[src/rtl/audio_pkg.sv]
// audio_pkg: shared word width, FSM encoding, sample-pair type and default divider constants
package audio_pkg;
   localparam int AUD_WORD_W      = 16;
   localparam int DEF_BCK_DIV     = 16;
   localparam int DEF_BITS_PER_CH = 16;
   typedef enum logic [1:0] {IDLE, RUN, STOP} state_e;
   typedef struct packed {
      logic [AUD_WORD_W-1:0] l;
      logic [AUD_WORD_W-1:0] r;
   } pair_t;
endpackage

[src/rtl/audio_i2s_frame_scheduler_if.sv]
// audio_i2s_frame_scheduler_if: stereo sample-pair valid/ready stream
interface audio_i2s_frame_scheduler_if;
   import audio_pkg::*;
   logic                  s_valid;
   logic                  s_ready;
   logic [AUD_WORD_W-1:0] s_left;
   logic [AUD_WORD_W-1:0] s_right;
   modport master (output s_valid, s_left, s_right, input s_ready);
   modport slave  (input s_valid, s_left, s_right, output s_ready);
endinterface

[src/rtl/audio_bck_divider.sv]
// audio_bck_divider: derives AUD_BCK/AUD_LRCK from the system clock plus mid-half and frame-end strobes
module audio_bck_divider
   import audio_pkg::*;
#(
   parameter int BCK_DIV     = DEF_BCK_DIV,
   parameter int BITS_PER_CH = DEF_BITS_PER_CH
) (
   input  logic CLOCK_50,
   input  logic RESET_N,
   input  logic active_i,
   output logic bck_o,
   output logic lrck_o,
   output logic mid_o,
   output logic frame_end_o
);
   localparam int DW = $clog2(BCK_DIV);
   localparam int BW = $clog2(BITS_PER_CH);
   logic [DW-1:0] div_cnt_q, div_cnt_d;
   logic [BW-1:0] bit_cnt_q, bit_cnt_d;
   logic          bck_q, bck_d, lrck_q, lrck_d;
   logic          wrap, bck_fall, half_end;
   // LRCK only ever moves together with a BCK falling edge
   always_comb begin
      wrap        = active_i && div_cnt_q == DW'(BCK_DIV - 1);
      bck_fall    = wrap && bck_q;
      half_end    = bck_fall && bit_cnt_q == BW'(BITS_PER_CH - 1);
      mid_o       = bck_fall && bit_cnt_q == BW'(BITS_PER_CH / 2 - 1);
      frame_end_o = half_end && lrck_q;
      div_cnt_d   = !active_i || wrap ? '0 : div_cnt_q + 1'b1;
      bck_d       = active_i && (bck_q ^ wrap);
      bit_cnt_d   = !active_i || half_end ? '0 : bit_cnt_q + BW'(bck_fall);
      lrck_d      = active_i && (lrck_q ^ half_end);
   end
   always_ff @(posedge CLOCK_50) begin
      if (!RESET_N) begin
         div_cnt_q <= '0;
         bit_cnt_q <= '0;
         bck_q     <= 1'b0;
         lrck_q    <= 1'b0;
      end else begin
         div_cnt_q <= div_cnt_d;
         bit_cnt_q <= bit_cnt_d;
         bck_q     <= bck_d;
         lrck_q    <= lrck_d;
      end
   end
   assign bck_o  = bck_q;
   assign lrck_o = lrck_q;
endmodule

[src/rtl/audio_i2s_frame_scheduler.sv]
// audio_i2s_frame_scheduler: clocks the I2S serializer and commits sample pairs while each channel is idle
module audio_i2s_frame_scheduler
   import audio_pkg::*;
#(
   parameter int BCK_DIV       = DEF_BCK_DIV,
   parameter int BITS_PER_CH   = DEF_BITS_PER_CH,
   parameter bit UNDERRUN_ZERO = 1'b0
) (
   input  logic                          CLOCK_50,
   input  logic                          RESET_N,
   input  logic                          enable,
   input  logic                          mute,
   audio_i2s_frame_scheduler_if.slave    s,
   output logic                          AUD_BCK,
   output logic                          AUD_LRCK,
   output logic [AUD_WORD_W-1:0]         AUD_inL,
   output logic [AUD_WORD_W-1:0]         AUD_inR,
   output logic                          running,
   output logic                          underrun,
   output logic [15:0]                   underrun_count
);
   state_e                state_q, state_d;
   pair_t                 pend_q, pend_d;
   logic                  pend_vld_q, pend_vld_d, underrun_q, underrun_d;
   logic [AUD_WORD_W-1:0] inl_q, inl_d, inr_q, inr_d, r_next_q, r_next_d;
   logic [15:0]           ucnt_q, ucnt_d;
   logic                  mid, frame_end, accept, lcommit, rcommit;
   audio_bck_divider #(.BCK_DIV(BCK_DIV), .BITS_PER_CH(BITS_PER_CH)) u_div (
      .CLOCK_50    (CLOCK_50),
      .RESET_N     (RESET_N),
      .active_i    (running),
      .bck_o       (AUD_BCK),
      .lrck_o      (AUD_LRCK),
      .mid_o       (mid),
      .frame_end_o (frame_end)
   );
   // Left word is refreshed mid right half, right word mid left half, so neither changes while shifting
   always_comb begin
      accept     = s.s_valid && !pend_vld_q;
      lcommit    = mid && AUD_LRCK;
      rcommit    = mid && !AUD_LRCK;
      state_d    = enable ? RUN : state_q == IDLE || (state_q == STOP && frame_end) ? IDLE : STOP;
      pend_d     = accept ? {s.s_left, s.s_right} : pend_q;
      pend_vld_d = accept || (pend_vld_q && !lcommit);
      underrun_d = lcommit && !pend_vld_q;
      ucnt_d     = ucnt_q + 16'(underrun_d && ucnt_q != 16'hFFFF);
      r_next_d   = !lcommit ? r_next_q : pend_vld_q ? pend_q.r : UNDERRUN_ZERO ? '0 : inr_q;
      inl_d      = !lcommit ? inl_q : mute ? '0 : pend_vld_q ? pend_q.l : UNDERRUN_ZERO ? '0 : inl_q;
      inr_d      = !rcommit ? inr_q : mute ? '0 : r_next_q;
   end
   always_ff @(posedge CLOCK_50) begin
      if (!RESET_N) begin
         state_q    <= IDLE;
         pend_q     <= '0;
         pend_vld_q <= 1'b0;
         underrun_q <= 1'b0;
         ucnt_q     <= '0;
         inl_q      <= '0;
         inr_q      <= '0;
         r_next_q   <= '0;
      end else begin
         state_q    <= state_d;
         pend_q     <= pend_d;
         pend_vld_q <= pend_vld_d;
         underrun_q <= underrun_d;
         ucnt_q     <= ucnt_d;
         inl_q      <= inl_d;
         inr_q      <= inr_d;
         r_next_q   <= r_next_d;
      end
   end
   assign s.s_ready      = !pend_vld_q;
   assign running        = state_q != IDLE;
   assign underrun       = underrun_q;
   assign underrun_count = ucnt_q;
   assign AUD_inL        = inl_q;
   assign AUD_inR        = inr_q;
endmodule
[src/flat_wrapper.sv]
// flat-port wrapper written by rule: the top's interface ports become plain ports
module audio_i2s_frame_scheduler_flat import audio_pkg::*;
#(
   parameter int BCK_DIV       = DEF_BCK_DIV,
   parameter int BITS_PER_CH   = DEF_BITS_PER_CH,
   parameter bit UNDERRUN_ZERO = 1'b0
)
  (CLOCK_50, RESET_N, enable, mute, AUD_BCK, AUD_LRCK, AUD_inL, AUD_inR, running, underrun, underrun_count, s_s_valid, s_s_left, s_s_right, s_s_ready);
  audio_i2s_frame_scheduler_if s_i ();
  input  logic CLOCK_50;
  input  logic RESET_N;
  input  logic enable;
  input  logic mute;
  output logic AUD_BCK;
  output logic AUD_LRCK;
  output logic [AUD_WORD_W-1:0] AUD_inL;
  output logic [AUD_WORD_W-1:0] AUD_inR;
  output logic running;
  output logic underrun;
  output logic [15:0] underrun_count;
  input wire logic [$bits(s_i.s_valid)-1:0] s_s_valid;
  input wire logic [$bits(s_i.s_left)-1:0] s_s_left;
  input wire logic [$bits(s_i.s_right)-1:0] s_s_right;
  output wire logic [$bits(s_i.s_ready)-1:0] s_s_ready;
  assign s_i.s_valid = s_s_valid;
  assign s_i.s_left = s_s_left;
  assign s_i.s_right = s_s_right;
  assign s_s_ready = s_i.s_ready;
  audio_i2s_frame_scheduler #(.BCK_DIV(BCK_DIV), .BITS_PER_CH(BITS_PER_CH), .UNDERRUN_ZERO(UNDERRUN_ZERO)) u_core (.CLOCK_50(CLOCK_50), .RESET_N(RESET_N), .enable(enable), .mute(mute), .s(s_i), .AUD_BCK(AUD_BCK), .AUD_LRCK(AUD_LRCK), .AUD_inL(AUD_inL), .AUD_inR(AUD_inR), .running(running), .underrun(underrun), .underrun_count(underrun_count));
endmodule
[config.mk]
export PLATFORM = sky130hd
export DESIGN_NAME = audio_i2s_frame_scheduler_flat
export DESIGN_NICKNAME = d
export VERILOG_FILES = /design/src/rtl/audio_pkg.sv /design/src/rtl/audio_i2s_frame_scheduler_if.sv /design/src/rtl/audio_bck_divider.sv /design/src/rtl/audio_i2s_frame_scheduler.sv /design/src/flat_wrapper.sv
export SDC_FILE = /design/constraint.sdc
export NUM_CORES = 1
export LEC_CHECK = 0
export ABC_AREA = 1
export CAP_MARGIN = 20
export CORE_ASPECT_RATIO = 2
export CORE_MARGIN = 10
export CORE_UTILIZATION = 45
export CTS_CLUSTER_SIZE = 20
export DETAILED_ROUTE_END_ITERATION = 7
export MAX_ROUTING_LAYER = met4
export PLACE_DENSITY = 0.73
export SLEW_MARGIN = 30
export SYNTH_ARGS = -nofsm -noshare
export SYNTH_HDL_FRONTEND = slang
export SYNTH_SLANG_ARGS = --single-unit
[constraint.sdc]
create_clock -name CLOCK_50 -period 6.5 [get_ports CLOCK_50]
set_input_delay 0.975 -clock CLOCK_50 [delete_from_list [all_inputs] [get_ports CLOCK_50]]
set_output_delay 0.975 -clock CLOCK_50 [all_outputs]
set_load 0.02 [all_outputs]
Word level (Yosys, flattened, before mapping)
Cells that the tools add are included.

Flip-flop bits (word level): 110. Latch bits: 0. RAM bits: 0. ROM bits: 0. Output and inout port bits: 53. Memories: 0.

$add $sub $neg: 3. Multipliers: 0. Div/mod/pow operators: 0. Magnitude comparators: 0. Equality and inequality tests: 5. Shifts and indexed selects: 0. Multiplexer cells: 6. Bitwise gates (word level): 3. Reductions and logical operators: 29.

Operators with widths (number): 16-bit two-way mux (4); 16-bit by 1-bit adder with 16-bit output (1); 16-bit != test, second input constant (1); 1-bit logical AND (14); 4-bit == test, second input constant (2); 2-bit OR reduction (3); 4-bit by 1-bit adder with 4-bit output (1); 4-bit by 1-bit adder with 4-bit output, second input constant (1); 4-bit by 3-bit == test with 1-bit output, second input constant (1); 1-bit zero test (4); 1-bit logical OR (4); 2-bit nonzero test (2); 2-bit == test, second input constant (1); 2-bit zero test (1); 2-bit two-way mux (1); 2-bit AND reduction (1); 1-bit bitwise XOR (2); 1-bit two-way mux (1); 1-bit NOT (1).

Logic depth before layout (Yosys ltp)
Gate-level depths: netlist of run 1.

Depth after elaboration: 9. Depth in mapped cells: 17. Depth with buffers taken out: 16.

Cells and area by module
Synthesis of run 1 repeated with hierarchy kept, for this count alone.

Cell total of the unflattened synthesis: 587. Area, all modules: 4409.2 µm².

By module, submodules not included: audio_i2s_frame_scheduler (instances 1, cells each 533, area each 3968.8 µm²); audio_bck_divider (instances 1, cells each 54, area each 440.4 µm²).

Least setup slack after synthesis of run 1
No wires, ideal clock.

Path kind: reg2reg. From: reg u_core.u_div.div_cnt_q[0]. To: reg u_core.ucnt_q[8] (netlist: u_core.underrun_count[8]). Arrival: 2.392 ns. Data required time: 6.383 ns. Slack: 3.991 ns. Stages on the path, launching flop included: 17. Path buffers: 1. Clock period less this slack: 2.509 ns. Cells stage by stage: dfxtp_1 ha_1 nand3_1 nor2_1 ha_1 nand2_1 inv_2 buf_4 nand4_1 a31oi_1 ha_1 ha_1 nand3_1 nor2_2 nand2_1 o21ai_0 nor2_1.

Word-level cells in the longest chain between the ends: 8.

Ends and longest elaborated chain: start, declared (RTL line audio_bck_divider.sv:18) `logic [DW-1:0] div_cnt_q, div_cnt_d;`; start signal, assigned (RTL line audio_bck_divider.sv:41) `div_cnt_q <= div_cnt_d;`; 4-bit == test (RTL line audio_bck_divider.sv:24) `wrap = active_i && div_cnt_q == DW'(BCK_DIV - 1);`; 1-bit logical AND (RTL line audio_bck_divider.sv:24); 1-bit logical AND (RTL line audio_bck_divider.sv:25) `bck_fall = wrap && bck_q;`; 1-bit logical AND (RTL line audio_bck_divider.sv:27) `mid_o = bck_fall && bit_cnt_q == BW'(BITS_PER_CH / 2 - 1);`; 1-bit logical AND (RTL line audio_i2s_frame_scheduler.sv:40) `lcommit = mid && AUD_LRCK;`; 1-bit logical AND (RTL line audio_i2s_frame_scheduler.sv:45) `underrun_d = lcommit && !pend_vld_q;`; 1-bit logical AND (RTL line audio_i2s_frame_scheduler.sv:46) `ucnt_d = ucnt_q + 16'(underrun_d && ucnt_q != 16'hFFFF);`; 16-bit by 1-bit adder with 16-bit output (RTL line audio_i2s_frame_scheduler.sv:46); end signal, assigned (RTL line audio_i2s_frame_scheduler.sv:66) `ucnt_q <= ucnt_d;`; end, declared (RTL line audio_i2s_frame_scheduler.sv:26) `logic [15:0] ucnt_q, ucnt_d;`.

Every way passes these cells. A chain may end at the register's enable or synchronous reset.

Final worst setup path of run 1
Same ends and word-level chain as after synthesis.

==> flow_metrics.env, run 1 <==
export IMPL_fin_area_mm2=0.00594
export IMPL_crit_path_end_kind="flop"
export IMPL_rsz0062_at_grt="no"
export IMPL_synth_avg_cell_area_um2=7.00
export IMPL_htree_levels=3
export IMPL_syn_num_nets=716
export IMPL_antenna_found_initial=0
export IMPL_ant_nets=0
export IMPL_die_w_um=92.3
export IMPL_worstMarginPinSlew_ns=0.843
export IMPL_clk_latency_ns=0.34
export IMPL_vias_per_cell=4.88
export IMPL_dp_cells=862
export IMPL_tritoncts="yes"
export IMPL_post_cts_resized=0
export IMPL_status="finished, final reports clean"
export IMPL_ctsRootBufferMaster="clkbuf_16"
export IMPL_nNetsFinal=782
export IMPL_min_path_cells=2
export IMPL_final_core_util=0.585
export IMPL_die_area_mm2=0.0152
export IMPL_totalPowerFinal_mw=1.42
export IMPL_final_setup_viol_count=0
export IMPL_drive_gt1_frac=0.0444
export IMPL_netlist_area_mm2=0.00471
export IMPL_synthDistinctLibCells=27
export IMPL_synth_seq_cells=110
export IMPL_drt_total_wl_mm=11.6
export IMPL_cp_start_kind="flop"
export IMPL_coreArea_mm2=0.0101
export IMPL_p_leak_nw=2.50
export IMPL_drv_slew=0
export IMPL_setup_ws_ns=3.37
export IMPL_grt_usage=0.157
export IMPL_drt_iter0_drc=138
export IMPL_synth_seq_area_share=0.468
export IMPL_syn_inst=672
export IMPL_mostFrequentLayoutCells="nand2_1 (169), nor2_1 (136), dfxtp_1 (109)"
export IMPL_required_ns=6.73
export IMPL_grt_pass1_wl_mm=19.1
export IMPL_hold_class="reg -> reg"
export IMPL_hold_violations=0
export IMPL_finalCritPeriodShare=0.481
export IMPL_routabilityCongestion=0.783
export IMPL_fp_row_count=52
export IMPL_grt_ovfl_total=0
export IMPL_slew_headroom=0.436
export IMPL_worst_r2r_cell_count=15
export IMPL_vias=4285
export IMPL_clk_pin_slew_ns=0.07
export IMPL_antenna_cells=0
export IMPL_dieHeight_um=165
export IMPL_p_sw_mw=0.298
export IMPL_drcViolationCount=0
export IMPL_fin_crit_ns=3.13
export IMPL_cts_buffers=9
export IMPL_p_seq_frac=0.494
export IMPL_portBuffers=89
export IMPL_holdWs_ns=0.453
export IMPL_drt_pass1_iter_count=4
export IMPL_swShare=0.209
export IMPL_grt_pass1_vias=4174
export IMPL_ys_warn_count=0
export IMPL_finalSetupTns_ns=0
export IMPL_area_delta_synth_final_pct=26.2
export IMPL_cts_sinks=110
export IMPL_ir_drop_v=0.000175
export IMPL_p_int_mw=1.13
export IMPL_timing_fmax_mhz=320
export IMPL_cts_hold_buf=0
export IMPL_crit_type="reg -> reg"
export IMPL_start_util=0.464
export IMPL_finalNonFillerCells=878
export IMPL_critPathMaxFanout=21
export IMPL_p_comb_frac=0.058
export IMPL_finalClockSkew_ns=0.00717
export IMPL_cts_buffer_depth=2
export IMPL_clock_power_share=0.448
export IMPL_dpl_instance_area_mm2=0.00558
export IMPL_dp_slack_ns=3.28
export IMPL_routedWlPerCell_um=13.2
export IMPL_final_common_cell="nand2_1"
export IMPL_powerDensity_mw_per_mm2=240
export IMPL_fillCellCount=1005
export IMPL_grt_max_degree=60
export IMPL_crit_arrival_ns=3.36
export IMPL_pin_count=90
export IMPL_post_dp_hpwl_mm=8.32
export IMPL_maxCapViolations=0
export IMPL_post_cts_buffers=0
-- path summary, 6_finish.rpt --
path	start	end	slack, ns
min	u_core.pend_q[23]	u_core.pend_q[23]	0.45
max	u_core.u_div.div_cnt_q[0]	u_core.underrun_count[8]	3.37
min reg2reg	u_core.pend_q[23]	u_core.pend_q[23]	0.45
max reg2reg	u_core.u_div.div_cnt_q[0]	u_core.underrun_count[8]	3.37
-- Yosys cell counts, drive strengths merged --
library cell  count  area [µm²]
a211oi            1        7.51
a21o              1        7.51
a21oi            36         180
a31oi             2        12.5
buf              20         135
clkbuf           15        56.3
dfxtp           110        2200
ha                7        87.6
inv              77         289
nand2           170         641
nand3            12        65.1
nand3b            1        11.3
nand4            23         159
nor2            139         534
o21ai            50         250
or2               1        6.26
xnor2             4        35.0
xor2              3        26.3
-- final cells by class --
class,instances,area [µm²],area share
Clock buffer,11,253,0.0426
Clock inverter,5,105,0.0177
Inverter,77,289,0.0487
Multi-Input combinational cell,450,2020,0.341
Sequential cell,110,2200,0.371
Tap cell,135,169,0.0284
Timing Repair Buffer,90,896,0.151
-- critical path, cell delays in order, from the launching register on --
cell	delay [ns]
dfxtp_1	0.36
ha_1	0.20
nand3_1	0.12
nor2_1	0.12
ha_1	0.19
nand2_1	0.07
inv_2	0.31
nand4_1	0.22
a31oi_1	0.22
ha_1	0.21
ha_1	0.19
nand3_1	0.14
nor2_2	0.33
nand2_1	0.12
o21ai_0	0.16
nor2_1	0.07
-- flip-flops by register name, summed over array words and instances (netlist names), 2 cells and up --
| register | flops |
|---|---|
| u_core.u_div.div_cnt_q | 4 |
| u_core.r_next_q | 16 |
| u_core.u_div.bit_cnt_q | 4 |
| u_core.underrun_count | 16 |
| u_core.AUD_inL | 16 |
| u_core.state_q | 2 |
| u_core.AUD_inR | 16 |
| u_core.pend_q | 32 |
-- per-layer routing --
metal	routed length (µm)	up-vias	track usage	part of all wire
li1	-	2221	-	-
met1	4430	1940	0.152	0.38
met2	6360	97	0.288	0.55
met3	556	27	0.0405	0.048
met4	237	0	0.0656	0.020
met5	0	-	-	0
-- power by group through the flow --
stage / clock [mW] / combinational (mW) / sequential (mW)
after floorplan: 0 / 0.0541 / 0.712
after global placement: 0 / 0.0826 / 0.718
after detailed placement: 0 / 0.0837 / 0.719
after CTS: 0.650 / 0.0840 / 0.703
after global routing: 0.675 / 0.0935 / 0.705
final: 0.638 / 0.0823 / 0.703
-- cell families (layout without fill, tap and decap cells) --
| kind of cell | after synthesis | count (layout) | share of synthesized area |
|---|---|---|---|
| simple gates | 346 | 346 | 0.301 |
| xor+xnor | 7 | 7 | 0.0130 |
| fa+ha+maj | 7 | 7 | 0.0186 |
| flops | 110 | 110 | 0.468 |
| buf+inv | 112 | 183 | 0.102 |
| compound gates | 90 | 90 | 0.0973 |
Power figures use the tool's default switching activity.
==> inputs of run 2 (changes only) <==
Clock period 6.5 ns to 3 ns, I/O delays scaled along.
==> flow_metrics.env, run 2 (synthesis gave the netlist of run 1 again) <==
export IMPL_grt_usage=0.163
export IMPL_status="finished, final reports clean"
export IMPL_critPathMaxStageDelay_ns=0.36
export IMPL_coreArea_mm2=0.0101
export IMPL_portBuffers=89
export IMPL_grt_pass1_vias=4373
export IMPL_vias=4336
export IMPL_dp_slack_ns=0.317
export IMPL_mostFrequentLayoutCells="nand2_1 (169), nor2_1 (136), dfxtp_1 (110)"
export IMPL_ir_drop_v=0.000376
export IMPL_required_ns=3.23
export IMPL_crit_type="reg -> reg"
export IMPL_p_leak_nw=2.53
export IMPL_critPathMaxFanout=9
export IMPL_setup_ws_ns=0.275
export IMPL_post_cts_resized=0
export IMPL_powerDensity_mw_per_mm2=505
export IMPL_grt_ovfl_total=0
export IMPL_drive_gt1_frac=0.0520
export IMPL_crit_buf_inv=1
export IMPL_post_cts_buffers=0
export IMPL_pin_count=90
export IMPL_multi_input_area_mm2=0.00202
export IMPL_cts_hold_buf=0
export IMPL_slew_headroom=0.476
export IMPL_dieHeight_um=165
export IMPL_hold_class="reg -> reg"
export IMPL_crit_slowest_cell="dfxtp_1"
export IMPL_routabilityCongestion=0.837
export IMPL_finalSetupTns_ns=0
export IMPL_timing_fmax_mhz=367
export IMPL_cp_top_family="simple AND/OR/NAND/NOR gates"
export IMPL_maxCapViolations=0
export IMPL_drcViolationCount=0
export IMPL_final_common_cell="nand2_1"
export IMPL_grt_pass1_wl_mm=19.9
export IMPL_seqCellArea_mm2=0.00220
export IMPL_antenna_cells=0
export IMPL_final_setup_viol_count=0
export IMPL_routedWlPerCell_um=13.4
export IMPL_worstMarginPinSlew_ns=0.784
export IMPL_drt_pass1_iter_count=4
export IMPL_antenna_found_initial=0
export IMPL_top_register="u_core.pend_q"
export IMPL_fin_crit_ns=2.72
export IMPL_post_dp_hpwl_mm=8.52
export IMPL_crit_arrival_ns=2.95
export IMPL_rsz0062_at_grt="no"
export IMPL_cts_buffers=9
export IMPL_die_w_um=92.3
export IMPL_dp_cells=869
export IMPL_path_cells="ha_1, nand3_1, nor2_1, ha_1, nand2_1, inv_2, nand4_1, a31oi_1, ha_1, ha_1, nand3_1, nor2_2, nand2_1, o21ai_0, nor2_1"
export IMPL_holdWs_ns=0.454
export IMPL_area_delta_synth_final_pct=27.0
export IMPL_drv_slew=0
export IMPL_drt_total_wl_mm=11.8
export IMPL_largest_reg_flops=32
export IMPL_finalClockSkew_ns=0.0138
export IMPL_clk_latency_ns=0.35
export IMPL_finalCritPeriodShare=0.908
export IMPL_clk_pin_slew_ns=0.07
export IMPL_ctsRootBufferMaster="clkbuf_16"
export IMPL_cts_sinks=110
export IMPL_fp_row_count=52
export IMPL_hold_violations=0
export IMPL_htree_levels=3
export IMPL_cp_start_kind="flop"
export IMPL_totalPowerFinal_mw=3.02
export IMPL_ant_nets=0
export IMPL_die_area_mm2=0.0152
export IMPL_start_util=0.464
export IMPL_cts_buffer_depth=2
export IMPL_crit_path_end_kind="flop"
export IMPL_drt_iter0_drc=208
export IMPL_fillCellCount=978
export IMPL_cpMostUsedCell="ha_1"
export IMPL_vias_per_cell=4.90
export IMPL_nNetsFinal=789
export IMPL_grt_max_degree=59
export IMPL_tritoncts="yes"
export IMPL_finalNonFillerCells=885
run 2: cell count changes in the layout (fill, tap and decap cells not counted), sizes merged:
| cell | delta |
|---|---|
| clkinvlp | -2 |
| clkinv | +4 |
| clkbuf | -1 |
| bufinv | -1 |
| buf | +7 |
run 2: worst register-to-register path, delay by kind of cell, from the launching register on:
family / cells / cell delay (ns)
adders and majority gates: 4 / 0.79
DFF: 1 / 0.36
buffers and inverters: 1 / 0.06
and+or+nand+nor: 8 / 1.03
AOI/OAI and AO/OA: 2 / 0.37
run 2: layout make-up:
class / count / area share
flip-flops and latches: 110 / 0.369
multi-input cells: 450 / 0.339
repair buffers: 97 / 0.160
inverters: 77 / 0.0484
clock buffers: 10 / 0.0400
well taps: 135 / 0.0283
clock inverters: 6 / 0.0159
run 2: path summary, 6_finish.rpt:
kind,start,endpoint,slack (ns),cells after the start
hold reg to reg,u_core.pend_q[25],u_core.pend_q[25],0.45,2
hold / removal,u_core.pend_q[25],u_core.pend_q[25],0.45,2
setup / recovery,u_core.u_div.div_cnt_q[0],u_core.underrun_count[8],0.28,15
setup reg to reg,u_core.u_div.div_cnt_q[0],u_core.underrun_count[8],0.28,15
run 2: stage by stage:
stage	util	instance area [µm²]
after floorplan	-	4710
after global placement	0.556	5640
after detailed placement	0.556	5640
after CTS	0.589	5980
after global routing	0.589	5980
final	0.589	5980
run 2: power breakdown:
part / internal [mW] / switching [mW]
registers: 1.50 / 0.0156
logic: 0.0838 / 0.112
clock network: 0.761 / 0.545
total: 2.34 / 0.673
run 2: metal layers:
layer	up-vias	routed length [µm]	GRT usage
met2	96	6450	0.294
met1	1994	4660	0.162
met3	15	528	0.0400
met4	0	206	0.0684
met5	-	0	-
li1	2231	-	-
